## src/rtl/prog_loader.sv

```systemverilog
// ============================================================================
// prog_loader : buffers a valid/ready program stream and replays it into the
//               4-bit core's program port (PC clear, write burst, launch).
// Revision    : 1.0
// ============================================================================
`default_nettype none

module prog_loader #(
  parameter int ADDR_W     = 4,
  parameter int LAUNCH_CYC = 1
) (
  input  logic       clk,
  input  logic       reset_n,
  input  logic       start,
  input  logic       in_valid,
  output logic       in_ready,
  input  logic [7:0] in_data,
  input  logic       in_last,
  output logic       mem_write,
  output logic [3:0] instr,
  output logic [3:0] portin,
  output logic       PC_reset,
  output logic       busy,
  output logic       done,
  output logic       overflow
);

  localparam int DEPTH = 2 ** ADDR_W;
  localparam int LC_W  = $clog2(LAUNCH_CYC + 1);

  typedef enum logic [2:0] {
    S_IDLE   = 3'd0,
    S_FILL   = 3'd1,
    S_CLR    = 3'd2,
    S_BURST  = 3'd3,
    S_LAUNCH = 3'd4,
    S_RUN    = 3'd5
  } state_e;

  state_e              state_q, state_d;
  logic [ADDR_W:0]     wr_cnt_q, wr_cnt_d;
  logic [ADDR_W-1:0]   rd_ptr_q, rd_ptr_d;
  logic [LC_W-1:0]     lcnt_q, lcnt_d;
  logic                overflow_q, overflow_d;
  logic                mem_write_q, mem_write_d;
  logic                pc_reset_q, pc_reset_d;
  logic [3:0]          instr_q, instr_d;
  logic [3:0]          portin_q, portin_d;
  logic [7:0]          prog_mem_q [DEPTH];
  logic                xfer;

  assign in_ready  = (state_q == S_FILL) && (wr_cnt_q < (ADDR_W+1)'(DEPTH));
  assign xfer      = in_valid && in_ready;
  assign busy      = (state_q == S_FILL) || (state_q == S_CLR) ||
                     (state_q == S_BURST) || (state_q == S_LAUNCH);
  assign done      = (state_q == S_RUN);
  assign overflow  = overflow_q;
  assign mem_write = mem_write_q;
  assign PC_reset  = pc_reset_q;
  assign instr     = instr_q;
  assign portin    = portin_q;

  always_comb begin
    state_d     = state_q;
    wr_cnt_d    = wr_cnt_q;
    rd_ptr_d    = rd_ptr_q;
    lcnt_d      = lcnt_q;
    overflow_d  = overflow_q;
    instr_d     = instr_q;
    portin_d    = portin_q;

    case (state_q)
      S_IDLE, S_RUN: begin
        if (start) begin
          state_d    = S_FILL;
          wr_cnt_d   = '0;
          overflow_d = 1'b0;
        end
      end
      S_FILL: begin
        if (xfer) begin
          wr_cnt_d = wr_cnt_q + (ADDR_W+1)'(1);
          if (in_last) begin
            state_d = S_CLR;
          end else if (wr_cnt_q == (ADDR_W+1)'(DEPTH - 1)) begin
            state_d    = S_CLR;
            overflow_d = 1'b1;
          end
        end
      end
      S_CLR: begin
        rd_ptr_d = '0;
        state_d  = S_BURST;
      end
      S_BURST: begin
        if (({1'b0, rd_ptr_q} + (ADDR_W+1)'(1)) == wr_cnt_q) begin
          state_d = S_LAUNCH;
          lcnt_d  = LC_W'(1);
        end else begin
          rd_ptr_d = rd_ptr_q + ADDR_W'(1);
        end
      end
      S_LAUNCH: begin
        if (lcnt_q == LC_W'(LAUNCH_CYC)) begin
          state_d = S_RUN;
        end else begin
          lcnt_d = lcnt_q + LC_W'(1);
        end
      end
      default: state_d = S_IDLE;
    endcase

    // Core strobes are registered images of the next state, so they line up
    // with the state they belong to and never glitch toward the core.
    pc_reset_d  = (state_d == S_CLR) || (state_d == S_LAUNCH);
    mem_write_d = (state_d == S_BURST);
    if (state_d == S_BURST) begin
      instr_d  = prog_mem_q[rd_ptr_d][7:4];
      portin_d = prog_mem_q[rd_ptr_d][3:0];
    end
  end

  always_ff @(posedge clk or negedge reset_n) begin
    if (!reset_n) begin
      state_q     <= S_IDLE;
      wr_cnt_q    <= '0;
      rd_ptr_q    <= '0;
      lcnt_q      <= '0;
      overflow_q  <= 1'b0;
      mem_write_q <= 1'b0;
      pc_reset_q  <= 1'b0;
      instr_q     <= '0;
      portin_q    <= '0;
    end else begin
      state_q     <= state_d;
      wr_cnt_q    <= wr_cnt_d;
      rd_ptr_q    <= rd_ptr_d;
      lcnt_q      <= lcnt_d;
      overflow_q  <= overflow_d;
      mem_write_q <= mem_write_d;
      pc_reset_q  <= pc_reset_d;
      instr_q     <= instr_d;
      portin_q    <= portin_d;
    end
  end

  always_ff @(posedge clk) begin
    if (xfer) begin
      prog_mem_q[wr_cnt_q[ADDR_W-1:0]] <= in_data;
    end
  end

endmodule

`default_nettype wire

```

## config.mk

```make
export PLATFORM = sky130hd
export DESIGN_NAME = prog_loader
export DESIGN_NICKNAME = d
export VERILOG_FILES = /design/src/rtl/prog_loader.sv
export SDC_FILE = /design/constraint.sdc
export NUM_CORES = 1
export LEC_CHECK = 0
export BUFFER_PORTS_ARGS = -buffer_cell sky130_fd_sc_hd__buf_4
export CORE_ASPECT_RATIO = 2
export CORE_MARGIN = 2
export CORE_UTILIZATION = 54
export DETAILED_ROUTE_END_ITERATION = 8
export GPL_ROUTABILITY_DRIVEN = 1
export PLACE_DENSITY_LB_ADDON = 0.2
export SETUP_SLACK_MARGIN = 0.02
export SLEW_MARGIN = 10
export SYNTH_ARGS = -nofsm -noshare
export SYNTH_HDL_FRONTEND = slang
export SYNTH_SLANG_ARGS = --single-unit
```

## constraint.sdc

```tcl
create_clock -name clk -period 5.15 [get_ports clk]
set_clock_uncertainty 0.2 [all_clocks]
set_input_delay 0.2575 -clock clk [delete_from_list [all_inputs] [get_ports clk]]
set_output_delay 0.2575 -clock clk [all_outputs]
set_load 0.005 [all_outputs]
```

; ---- Word level (Yosys, flattened, before mapping)
; Memory sizes are Yosys's and may differ from the RTL's. A register that Yosys moved wholly into a read port is not among the register bits.
; Cells that the tools add are included.
[op_classes]
n_bitwise = 0
muxes = 22
n_shift = 0
magnitude_cmp = 1
add_sub_neg = 4
n_reduce_logical = 14
eq_ne = 15
div = 0
n_mul = 0
[op_table]
columns = cell, count
row1 = 3-bit 2-to-1 mux, 6
row2 = 3-bit case mux with 5 select lines, 1
row3 = 3-bit by 2-bit == test with 1-bit output (second input constant), 4
row4 = 5-bit 2-to-1 mux, 2
row5 = 5-bit case mux with 2 select lines, 1
row6 = 3-bit == test (second input constant), 3
row7 = 1-bit 2-to-1 mux, 8
row8 = 4-bit case mux with 2 select lines, 1
row9 = 2-bit != test (second input constant), 3
row10 = 4-bit by 1-bit adder with 5-bit output (second input constant), 1
row11 = 5-bit by 1-bit adder with 5-bit output (second input constant), 1
row12 = 5-bit by 4-bit == test with 1-bit output (second input constant), 1
row13 = 5-bit == test, 1
row14 = 5-bit less-than comparator (second input constant), 1
row15 = 5-bit AND reduction, 1
row16 = 4-bit by 1-bit adder with 4-bit output (second input constant), 1
row17 = 1-bit logical OR, 4
row18 = 4-bit 2-to-1 mux, 1
row19 = 2-bit by 1-bit != test with 1-bit output (second input constant), 2
row20 = 1-bit case mux with 2 select lines, 2
row21 = 2-bit nonzero test, 2
row22 = 3-bit by 1-bit == test with 1-bit output (second input constant), 1
row23 = 3-bit zero test, 1
row24 = 3-bit AND reduction, 1
row25 = other kinds (5), 6
[word_totals]
romBits = 0
register_bits = 16
inputBits = 13
word_cells = 64
output_inout_bits = 14
latch_bits = 0
mem_bits_rw = 128
memories = 1
[memory_table]
columns = name, depth, width, rd, rd_ports_with_merged_regs, wr, line
row1 = prog_mem_q, 16, 8, 1, 1, 1, 49  ; logic [7:0] prog_mem_q [DEPTH];

; ---- Depth between registers and ports, before layout
; Gate-level depths: netlist of run 1.
[depth]
ltp_word = 7
mapped_depth = 13
ltp_nobuf = 11

; ---- Worst setup path before layout of run 1
; No wires, ideal clock.
[synth_path]
path_kind = register to register
startpoint = register rd_ptr_q[0]
endpoint = register instr_q[3], in the netlist instr[3] (read register of prog_mem_q)
n_path_buf = 3
stages_incl_launch_ff = 14
setup_time_ps = 86
t_arrival_ps = 3074
period_less_slack_ps = 3360
required_ps = 4864
path_slack_ps = 1790
path_cell_list = dfrtp_1 -> ha_1 -> nor2b_1 -> or4_1 -> a311oi_2 -> mux2i_1 -> and2_1 -> buf_2 -> buf_4 -> buf_2 -> nand2_1 -> a32oi_1 -> o21ai_1 -> nor3_1
[synth_via]
elab_chain_cells = 5
word_cells_on_any_way = 8
cone_classes = add/sub (2) / eq/ne (2) / mux (4)
[synth_rtl]
columns = element, line
row1 = from (decl), 42  ; logic [ADDR_W-1:0] rd_ptr_q, rd_ptr_d;
row2 = from (signal assigned), 137  ; rd_ptr_q <= rd_ptr_d;
row3 = 4-bit by 1-bit adder with 5-bit output, 96  ; if (({1'b0, rd_ptr_q} + (ADDR_W+1)'(1)) == wr_cnt_q) begin
row4 = 5-bit == test, 96
row5 = 3-bit 2-to-1 mux, 96
row6 = 3-bit case mux with 5 select lines, 72  ; case (state_q)
row7 = 3-bit by 2-bit == test with 1-bit output, 117  ; if (state_d == S_BURST) begin
row8 = to (decl), 47  ; logic [3:0] instr_q, instr_d;
; Parallel ways exist; a longest one is shown, timed or not.
; A chain may end at the register's enable or synchronous reset.

; ---- Worst setup path after layout of run 1
[layout_path]
startpoint = register rd_ptr_q[0]
endpoint = register instr_q[1], in the netlist instr[1] (read register of prog_mem_q)
; Same word-level chain as after synthesis.

==> qor.yml, run 1 <==
critPathSlowestCell: "and2_2"
clk_pin_slew_ps: 70
p_int_w: 0.00295
place_area_um2: 6600
dieArea_um2: 12500
startpoint_type: "flip-flop"
crit_chain: "ha_1, nor2b_1, or4_1, a311oi_2, buf_4, mux2i_1, and2_2, buf_4, mux2i_1, a32oi_1, nand3_1, o211ai_1"
max_slew_margin: 0.319
drtIter0Drc: 404
hold_viol: 0
start_util: 0.555
ys.warnings.count: 0
port_buffers: 26
drtPass1Iterations: 7
clk_latency_ps: 420
num_rows: 55
diodes: 0
status: "completed"
hpwl_um: 9190
detail-route-antenna-nets: 0
synth_area_um2: 6260
synthesis.nets: 450
clock_path_buffers: 2
synth-simple-area-share: 0.116
pwr-share-seq: 0.351
syn_area_per_cell_um2: 14.5
max_freq_ghz: 0.238
synth-seq-cells: 152
reg2reg_setup_slack_ps: 960
pin_count: 27
synth_xor_area_frac: 0.00919
grt_max_degree: 27
wl_per_cell_um: 21.6
slowest_delay_ps: 600
p_sw_frac: 0.346
synthToLayoutAreaGrowth_pct: 17.5
critPathKind: "flip-flop to flip-flop"
vias: 3819
routed_via_density: 6.05
gp_congestion: 0.828
power_w: 0.00451
worstPathArrival_ps: 4290
synth_cells: 431
crit_buf_inv: 2
comb_power_share: 0.356
fin_nets: 495
tightest_slew_ps: 1020
rsz0062_at_grt: "no"
cts_root_buffer: "clkbuf_16"
crit_family: "simple AND/OR/NAND/NOR gates"
grt_antenna_before_repair: 0
post_cts_buffers: 0
numCtsBuffers: 17
grt_pass1_vias: 3854
fin_hold_ws_ps: 73.3
p_clk_frac: 0.293
yosysSeqAreaShare: 0.710
reg2reg_to: "instr[1]"
timing.final.ws_setup_ps: 956
synthArstFlopShare: 0.158
design_area_um2: 7360
drv_cap: 0
p_per_area_nw_per_um2: 613
clock-sinks: 152
setup_viol: 0
grt-ovfl-total: 0
fin_crit_sh: 0.814
required_ps: 5250
drive_above_1_share: 0.172
drt-total-wl_um: 13700
yosys.area_share.adder: 0.0120
setup_tns_ps: 0
synthFlopType: "edfxtp_1"
max-vdd-ir-drop_mv: 0.373
h-tree-depth: 4
drv_slew: 0
p_leak_nw: 2.68
detailedPlace.worstSlack_ps: 1000
grt.total_usage: 0.238
synth_compound_area_frac: 0.0615
dieHeight_um: 156
synth_top_family_by_area: "simple AND/OR/NAND/NOR gates"
core_um2: 11300
cts_tree: "yes"
fp.dieW_um: 80.1
synth_edf_count: 128
grt_first_pass_wirelength_um: 21100
rr_worst_depth: 12
synth_cell_types: 49
hp-class: "primary input to async pin"
synth_mux_area_frac: 0.0709
cp_max_fo: 24
end_kind: "flip-flop"
r2r_start: "rd_ptr_q[0]"
drc: 0
finalCriticalPeriod_ps: 4190
power_switching_w: 0.00156
-- cells in the mapped netlist, types with 2 or more instances --
cell,n,area (µm²)
o21ai_1,2,10.0
nor2_1,26,97.6
xnor2_1,3,26.3
or3_1,3,18.8
a21o_1,2,15.0
nand2b_1,3,18.8
nand3_1,22,110
a211o_1,2,17.5
ha_1,6,75.1
nand2_1,65,244
o22ai_1,6,37.5
o21ai_0,7,35.0
edfxtp_1,128,3840
a21oi_1,9,45.0
nor2b_1,7,43.8
mux4_2,13,293
inv_1,7,26.3
dfrtp_1,24,601
a32oi_1,13,114
and2_1,6,37.5
mux2i_1,14,140
buf_2,8,40.0
and3_1,3,18.8
o211ai_1,4,30.0
clkbuf_1,8,30.0
nor3b_1,2,15.0
nor3_1,11,55.1
nor4_1,2,12.5
nand4_1,5,31.3
-- layout by cell type (no fill, tap or decap), types with 9 or more instances in the layout --
cell type      synthesis  routed
buf_4                  1      33
mux2i_1               14      14
clkbuf_16              0      17
a21oi_1                9       9
nor3_1                11      10
edfxtp_1             128     128
a32oi_1               13      13
dlygate4sd3_1          0      12
nand2_1               65      65
nand3_1               22      22
mux4_2                13      13
nor2_1                26      26
dfrtp_1               24      24
-- sequential cells by signal (all words and copies together), names as in the netlist --
name and count:
instr 4, prog_mem_q 128, overflow 1, lcnt_q 1, state_q 3, rd_ptr_q 4, mem_write 1, wr_cnt_q 5
PC_reset 1, portin 4
-- through the flow --
step                 util  instances
finish              0.652        631
global route        0.652        631
CTS                 0.652        631
detailed placement  0.585        587
global placement    0.585        587
floorplan               -        431
-- area by class of cell --
| cell class | instances | area (µm²) |
|---|---|---|
| Sequential cell | 152 | 4440 |
| Fill cell | 839 | 3930 |
| Multi-Input combinational cell | 251 | 1700 |
| Clock buffer | 18 | 439 |
| Timing Repair Buffer | 45 | 368 |
| Clock inverter | 14 | 195 |
| Tap cell | 142 | 178 |
| Inverter | 9 | 33.8 |
-- metal layers --
layer	up-vias	GRT usage	wire length, µm	part of all wire
met1	1919	0.255	4930	0.36
met5	-	0	0	0
li1	1731	-	-	-
met4	0	0.106	408	0.030
met3	35	0.0571	641	0.047
met2	134	0.432	7670	0.56
-- power groups by stage --
| stage | clock network [W] | registers, W | logic [W] |
|---|---|---|---|
| 2_1_floorplan | 0 | 0.00154 | 0.00123 |
| 3_3_place_gp | 0 | 0.00160 | 0.00154 |
| 3_5_place_dp | 0 | 0.00161 | 0.00158 |
| 4_1_cts | 0.00134 | 0.00158 | 0.00160 |
| 5_1_grt | 0.00139 | 0.00160 | 0.00177 |
| 6_report | 0.00132 | 0.00158 | 0.00160 |
-- worst max-delay path by stage --
stage / slack [ps] / startpoint / cells after the start / end
5_1_grt: 700 / rd_ptr_q[0] / 12 / instr[1]
3_3_place_gp: 1170 / rd_ptr_q[0] / 12 / portin[3]
2_1_floorplan: 1790 / rd_ptr_q[0] / 13 / instr[3]
3_5_place_dp: 1000 / rd_ptr_q[0] / 12 / instr[1]
4_1_cts: 990 / rd_ptr_q[0] / 12 / instr[1]
6_report: 960 / rd_ptr_q[0] / 12 / instr[1]
-- repair_timing --
action,in CTS,in global routing
endpoints found under the setup margin,0,0
resized for setup,0,0
hold buffers,12,0
endpoints found under the hold margin,156,0
-- kinds of logic (layout without fill, tap and decap cells) --
family                     Yosys count  after routing
xor gates and xnor gates             5              5
DFF                                152            152
muxes                               28             28
buffers and inverters               28             86
AOI/OAI and AO/OA                   54             54
adders and majority gates            6              6
and+or+nand+nor                    158            158
-- worst register-to-register path: stages, from the launching register on --
cell and delay, ps:
dfrtp_1 460, ha_1 280, nor2b_1 150, or4_1 430
a311oi_2 280, buf_4 210, mux2i_1 380, and2_2 600
buf_4 420, mux2i_1 280, a32oi_1 110, nand3_1 170
o211ai_1 100
Power figures use the tool's default switching activity.
==> run 2: changes to the inputs <==
==> constraint.sdc (replaced) <==
create_clock -name clk -period 4.3 [get_ports clk]
set_clock_uncertainty 0.2 [all_clocks]
set_input_delay 0.215 -clock clk [delete_from_list [all_inputs] [get_ports clk]]
set_output_delay 0.215 -clock clk [all_outputs]
set_load 0.005 [all_outputs]
==> qor.yml, run 2 (same netlist as run 1, synthesis figures left out) <==
layout_commonest_cell: "edfxtp_1"
cts_root_buffer: "clkbuf_16"
drtIter0Drc: 260
nFillCells: 825
max_freq_ghz: 0.259
fin_hold_ws_ps: 55.7
setup_viol: 0
max-vdd-ir-drop_mv: 0.477
multi_input_area_um2: 1690
numCtsBuffers: 17
rsz0062_at_grt: "no"
status: "completed"
grt_max_degree: 27
hold_viol: 0
drv_slew: 0
gp_congestion: 0.860
clk_latency_ps: 420
pwr-share-seq: 0.356
p_leak_nw: 2.67
diodes: 0
power_w: 0.00533
worst-path-stages: 12
reg2reg_to: "instr[1]"
wl_per_cell_um: 20.9
critPathSlowestCell: "dfrtp_1"
p_per_area_nw_per_um2: 726
pin_count: 27
grt.total_usage: 0.229
r2r_start: "rd_ptr_q[0]"
critPathKind: "flip-flop to flip-flop"
cp_max_fo: 24
dieArea_um2: 12500
crit_chain: "ha_1, nor2b_1, or4_1, a311oi_2, mux2i_1, and2_2, buf_12, buf_12, mux2i_1, a32oi_1, nand3_1, o211ai_1"
port_buffers: 26
rr_worst_depth: 12
start_util: 0.555
tightest_slew_ps: 948
timing.final.ws_setup_ps: 435
grt-ovfl-total: 0
p_clk_frac: 0.273
startpoint_type: "flip-flop"
detailedPlace.worstSlack_ps: 465
core_um2: 11300
most-common-layout-cells: "edfxtp_1, nand2_1, buf_4"
end_kind: "flip-flop"
drv_cap: 0
h-tree-depth: 4
fin_crit_sh: 0.899
numPlacedInstances: 588
finalCriticalPeriod_ps: 3870
max_slew_margin: 0.358
setup_tns_ps: 0
grt_antenna_before_repair: 0
grt_pass1_vias: 3914
ff_latch_area_um2: 4440
stdcell_count: 632
p_sw_frac: 0.345
num_rows: 55
worstPathArrival_ps: 3950
detail-route-antenna-nets: 0
clock-sinks: 152
drc: 0
dieHeight_um: 156
routed_via_density: 6.03
power_switching_w: 0.00184
vias: 3808
fp.dieW_um: 80.1
hpwl_um: 9030
drt-total-wl_um: 13200
synthToLayoutAreaGrowth_pct: 17.1
post_cts_buffers: 0
reg2reg_setup_slack_ps: 430
cts_tree: "yes"
crit_buf_inv: 2
required_ps: 4380
clock_path_buffers: 2
largest_reg_flops: 128
drtPass1Iterations: 4
crit_family: "simple AND/OR/NAND/NOR gates"
clk_pin_slew_ps: 60
comb_power_share: 0.370
drive_above_1_share: 0.167
grt_first_pass_wirelength_um: 20400
fin_nets: 496
p_int_w: 0.00349
slowest_delay_ps: 460
hp-class: "primary input to async pin"
==> run 2: layout make-up <==
type | instances | area share
Inverter | 9 | 0.00461
Multi-Input combinational cell | 251 | 0.231
Sequential cell | 152 | 0.606
Tap cell | 142 | 0.0242
Clock buffer | 18 | 0.0585
Clock inverter | 14 | 0.0215
Timing Repair Buffer | 46 | 0.0546
==> run 2: power groups by stage <==
stage          combinational (W)  sequential [W]  clock (W)
3_3_place_gp             0.00191         0.00192          0
4_1_cts                  0.00198         0.00189    0.00147
3_5_place_dp             0.00195         0.00192          0
6_report                 0.00197         0.00190    0.00145
5_1_grt                  0.00215         0.00191    0.00154
2_1_floorplan            0.00147         0.00184          0
==> run 2: repair_timing <==
| item | 4_1_cts | 5_1_grt |
|---|---|---|
| hold endpoints to repair | 156 | 0 |
| gates resized for setup | 0 | 0 |
| hold buffers | 12 | 0 |
==> run 2: routing by layer <==
layer / vias up / routed length (µm) / GRT usage / part of all wire
li1: 1731 / - / - / -
met1: 1935 / 4670 / 0.245 / 0.35
met2: 114 / 7650 / 0.418 / 0.58
met3: 28 / 509 / 0.0502 / 0.038
met4: 0 / 391 / 0.105 / 0.030
met5: - / 0 / 0 / 0
==> run 2: through the flow <==
step                       util  instance area [µm²]
after floorplan               -                 6260
after CTS                 0.650                 7340
after detailed placement  0.587                 6630
final                     0.650                 7340
after global placement    0.587                 6630
after global routing      0.650                 7340
==> run 2: worst max path at each step <==
| stage | start | end | slack (ps) |
|---|---|---|---|
| 6_report | rd_ptr_q[0] | instr[1] | 430 |
| 2_1_floorplan | rd_ptr_q[0] | instr[3] | 940 |
| 3_3_place_gp | rd_ptr_q[0] | instr[1] | 590 |
| 4_1_cts | rd_ptr_q[0] | instr[1] | 440 |
| 5_1_grt | rd_ptr_q[0] | instr[1] | 280 |
| 3_5_place_dp | rd_ptr_q[0] | instr[1] | 470 |
==> run 3: changes to the inputs <==
--- a/config.mk
+++ b/config.mk
@@ -8,11 +8,11 @@
 export BUFFER_PORTS_ARGS = -buffer_cell sky130_fd_sc_hd__buf_4
 export CORE_ASPECT_RATIO = 2
 export CORE_MARGIN = 2
-export CORE_UTILIZATION = 54
+export CORE_UTILIZATION = 40
 export DETAILED_ROUTE_END_ITERATION = 8
 export GPL_ROUTABILITY_DRIVEN = 1
 export PLACE_DENSITY_LB_ADDON = 0.2
-export SETUP_SLACK_MARGIN = 0.02
+export SETUP_SLACK_MARGIN = 0.4
 export SLEW_MARGIN = 10
 export SYNTH_ARGS = -nofsm -noshare
 export SYNTH_HDL_FRONTEND = slang
==> qor.yml, run 3 (same netlist as run 1, synthesis figures left out) <==
hpwl_um: 9880
globalRouteMet3Util: 0.0467
h-tree-depth: 4
cts_root_buffer: "clkbuf_16"
top_usage_layer: "met2"
critPathKind: "flip-flop to flip-flop"
finalCriticalPeriod_ps: 3660
max_slew_margin: 0.402
rsz0062_at_grt: "no"
final_core_util: 0.486
gp_congestion: 0.848
clock_path_buffers: 2
drtIter0Drc: 320
fin_crit_sh: 0.851
cp_max_fo: 15
worstPathArrival_ps: 3810
end_kind: "flip-flop"
detail-route-antenna-nets: 0
drv_cap: 0
drive_above_1_share: 0.178
nFillCells: 1318
hp-class: "primary input to async pin"
grt_first_pass_wirelength_um: 22400
dieHeight_um: 181
clock-sinks: 152
routed_via_density: 5.36
core_um2: 15300
diodes: 0
fin_nets: 501
layout_commonest_cell: "edfxtp_1"
clk_pin_slew_ps: 60
grt.total_usage: 0.184
numCtsBuffers: 17
setup_tns_ps: 0
setup_viol: 0
max_freq_ghz: 0.273
port_buffers: 26
drt-total-wl_um: 14100
clk_latency_ps: 430
grt-ovfl-total: 0
grt_antenna_before_repair: 0
synthToLayoutAreaGrowth_pct: 18.6
use_met1: 0.190
p_leak_nw: 2.70
grt_max_degree: 31
vias: 3712
num_rows: 64
post_cts_buffers: 0
drtPass1Iterations: 5
start_util: 0.409
drc: 0
tightest_slew_ps: 894
grt.met2_usage: 0.346
hold_viol: 0
cts_tree: "yes"
p_per_area_nw_per_um2: 712
fp.dieW_um: 92.5
required_ps: 4450
largest_reg_flops: 128
pin_count: 27
status: "completed"
drv_slew: 0
max-vdd-ir-drop_mv: 0.276
grt_pass1_vias: 4033
most-common-layout-cells: "edfxtp_1, nand2_1, buf_4"
wl_per_cell_um: 20.4
startpoint_type: "flip-flop"
dieArea_um2: 16700
==> run 3: cell types whose count changed in the layout (fill, tap and decap cells not counted), sizes merged <==
cell,delta
buf,+5
clkinvlp,-4
clkinv,-4
bufinv,-3
clkbuf,+6
inv,+5
==> run 3: path summary, 6_finish.rpt <==
| path | start | end | slack (ps) | cells after the start |
|---|---|---|---|---|
| worst max-delay path | rd_ptr_q[0] | instr[0] | 640 | 12 |
| worst min-delay path | reset_n | portin[0] | 40 | 2 |
| worst max register to register | rd_ptr_q[0] | instr[0] | 640 | 12 |
| worst min register to register | lcnt_q | lcnt_q | 290 | 1 |
| max in group asynchronous | reset_n | rd_ptr_q[0] | 3580 | 2 |
| min in group clk | lcnt_q | lcnt_q | 290 | 1 |
==> run 3: layout make-up <==
cell class | count | area [µm²] | area share
inverter | 9 | 33.8 | 0.00455
clock buffer | 24 | 513 | 0.0691
sequential | 152 | 4440 | 0.598
clock inverter | 8 | 55.1 | 0.00741
multi-input combinational | 251 | 1690 | 0.228
tap | 198 | 248 | 0.0334
timing repair buffer | 51 | 438 | 0.0590
==> run 3: metrics by stage <==
step / instance area (µm²) / instances / total power (W) / hold WS (ps) / setup slack (ps)
after CTS: 7420 / 693 / 0.00535 / 37.5 / 558
after detailed placement: 6740 / 649 / 0.00391 / -41.6 / 574
after global routing: 7430 / 693 / 0.00561 / 69.5 / 409
after global placement: 6740 / 649 / 0.00387 / -54.0 / 647
final: 7430 / 693 / 0.00529 / 40.7 / 640
after floorplan: 6260 / 431 / 0.00332 / -281 / 940
==> run 3: metal layers <==
metal / up-vias / wire [µm]
li1: 1741 / -
met4: 0 / 241
met2: 81 / 8280
met1: 1874 / 5190
met5: - / 0
met3: 16 / 425
==> run 3: power by group <==
group | switching (W) | internal (W) | leakage [nW] | total (W)
registers | 0.000160 | 0.00174 | 1.44 | 0.00190
logic | 0.00111 | 0.000855 | 0.971 | 0.00197
clock network | 0.000584 | 0.000837 | 0.287 | 0.00142
total | 0.00186 | 0.00343 | 2.70 | 0.00529
==> run 3: what timing repair did <==
item | 4_1_cts | 5_1_grt
endpoints found under the hold margin | 157 | 0
resized for setup | 0 | 1
endpoints found under the setup margin | 0 | 6
hold buffers | 12 | 0
==> run 3: critical path, cell delays in order (launching register included) <==
cell      delay [ps]
dfrtp_1          450
ha_1             280
nor2b_1          150
or4_1            450
a311oi_2         360
buf_4            220
nor3_1            60
a211o_2          400
buf_4            250
and2_1           230
a32oi_1          240
o21ai_1          100
nor3_1           180
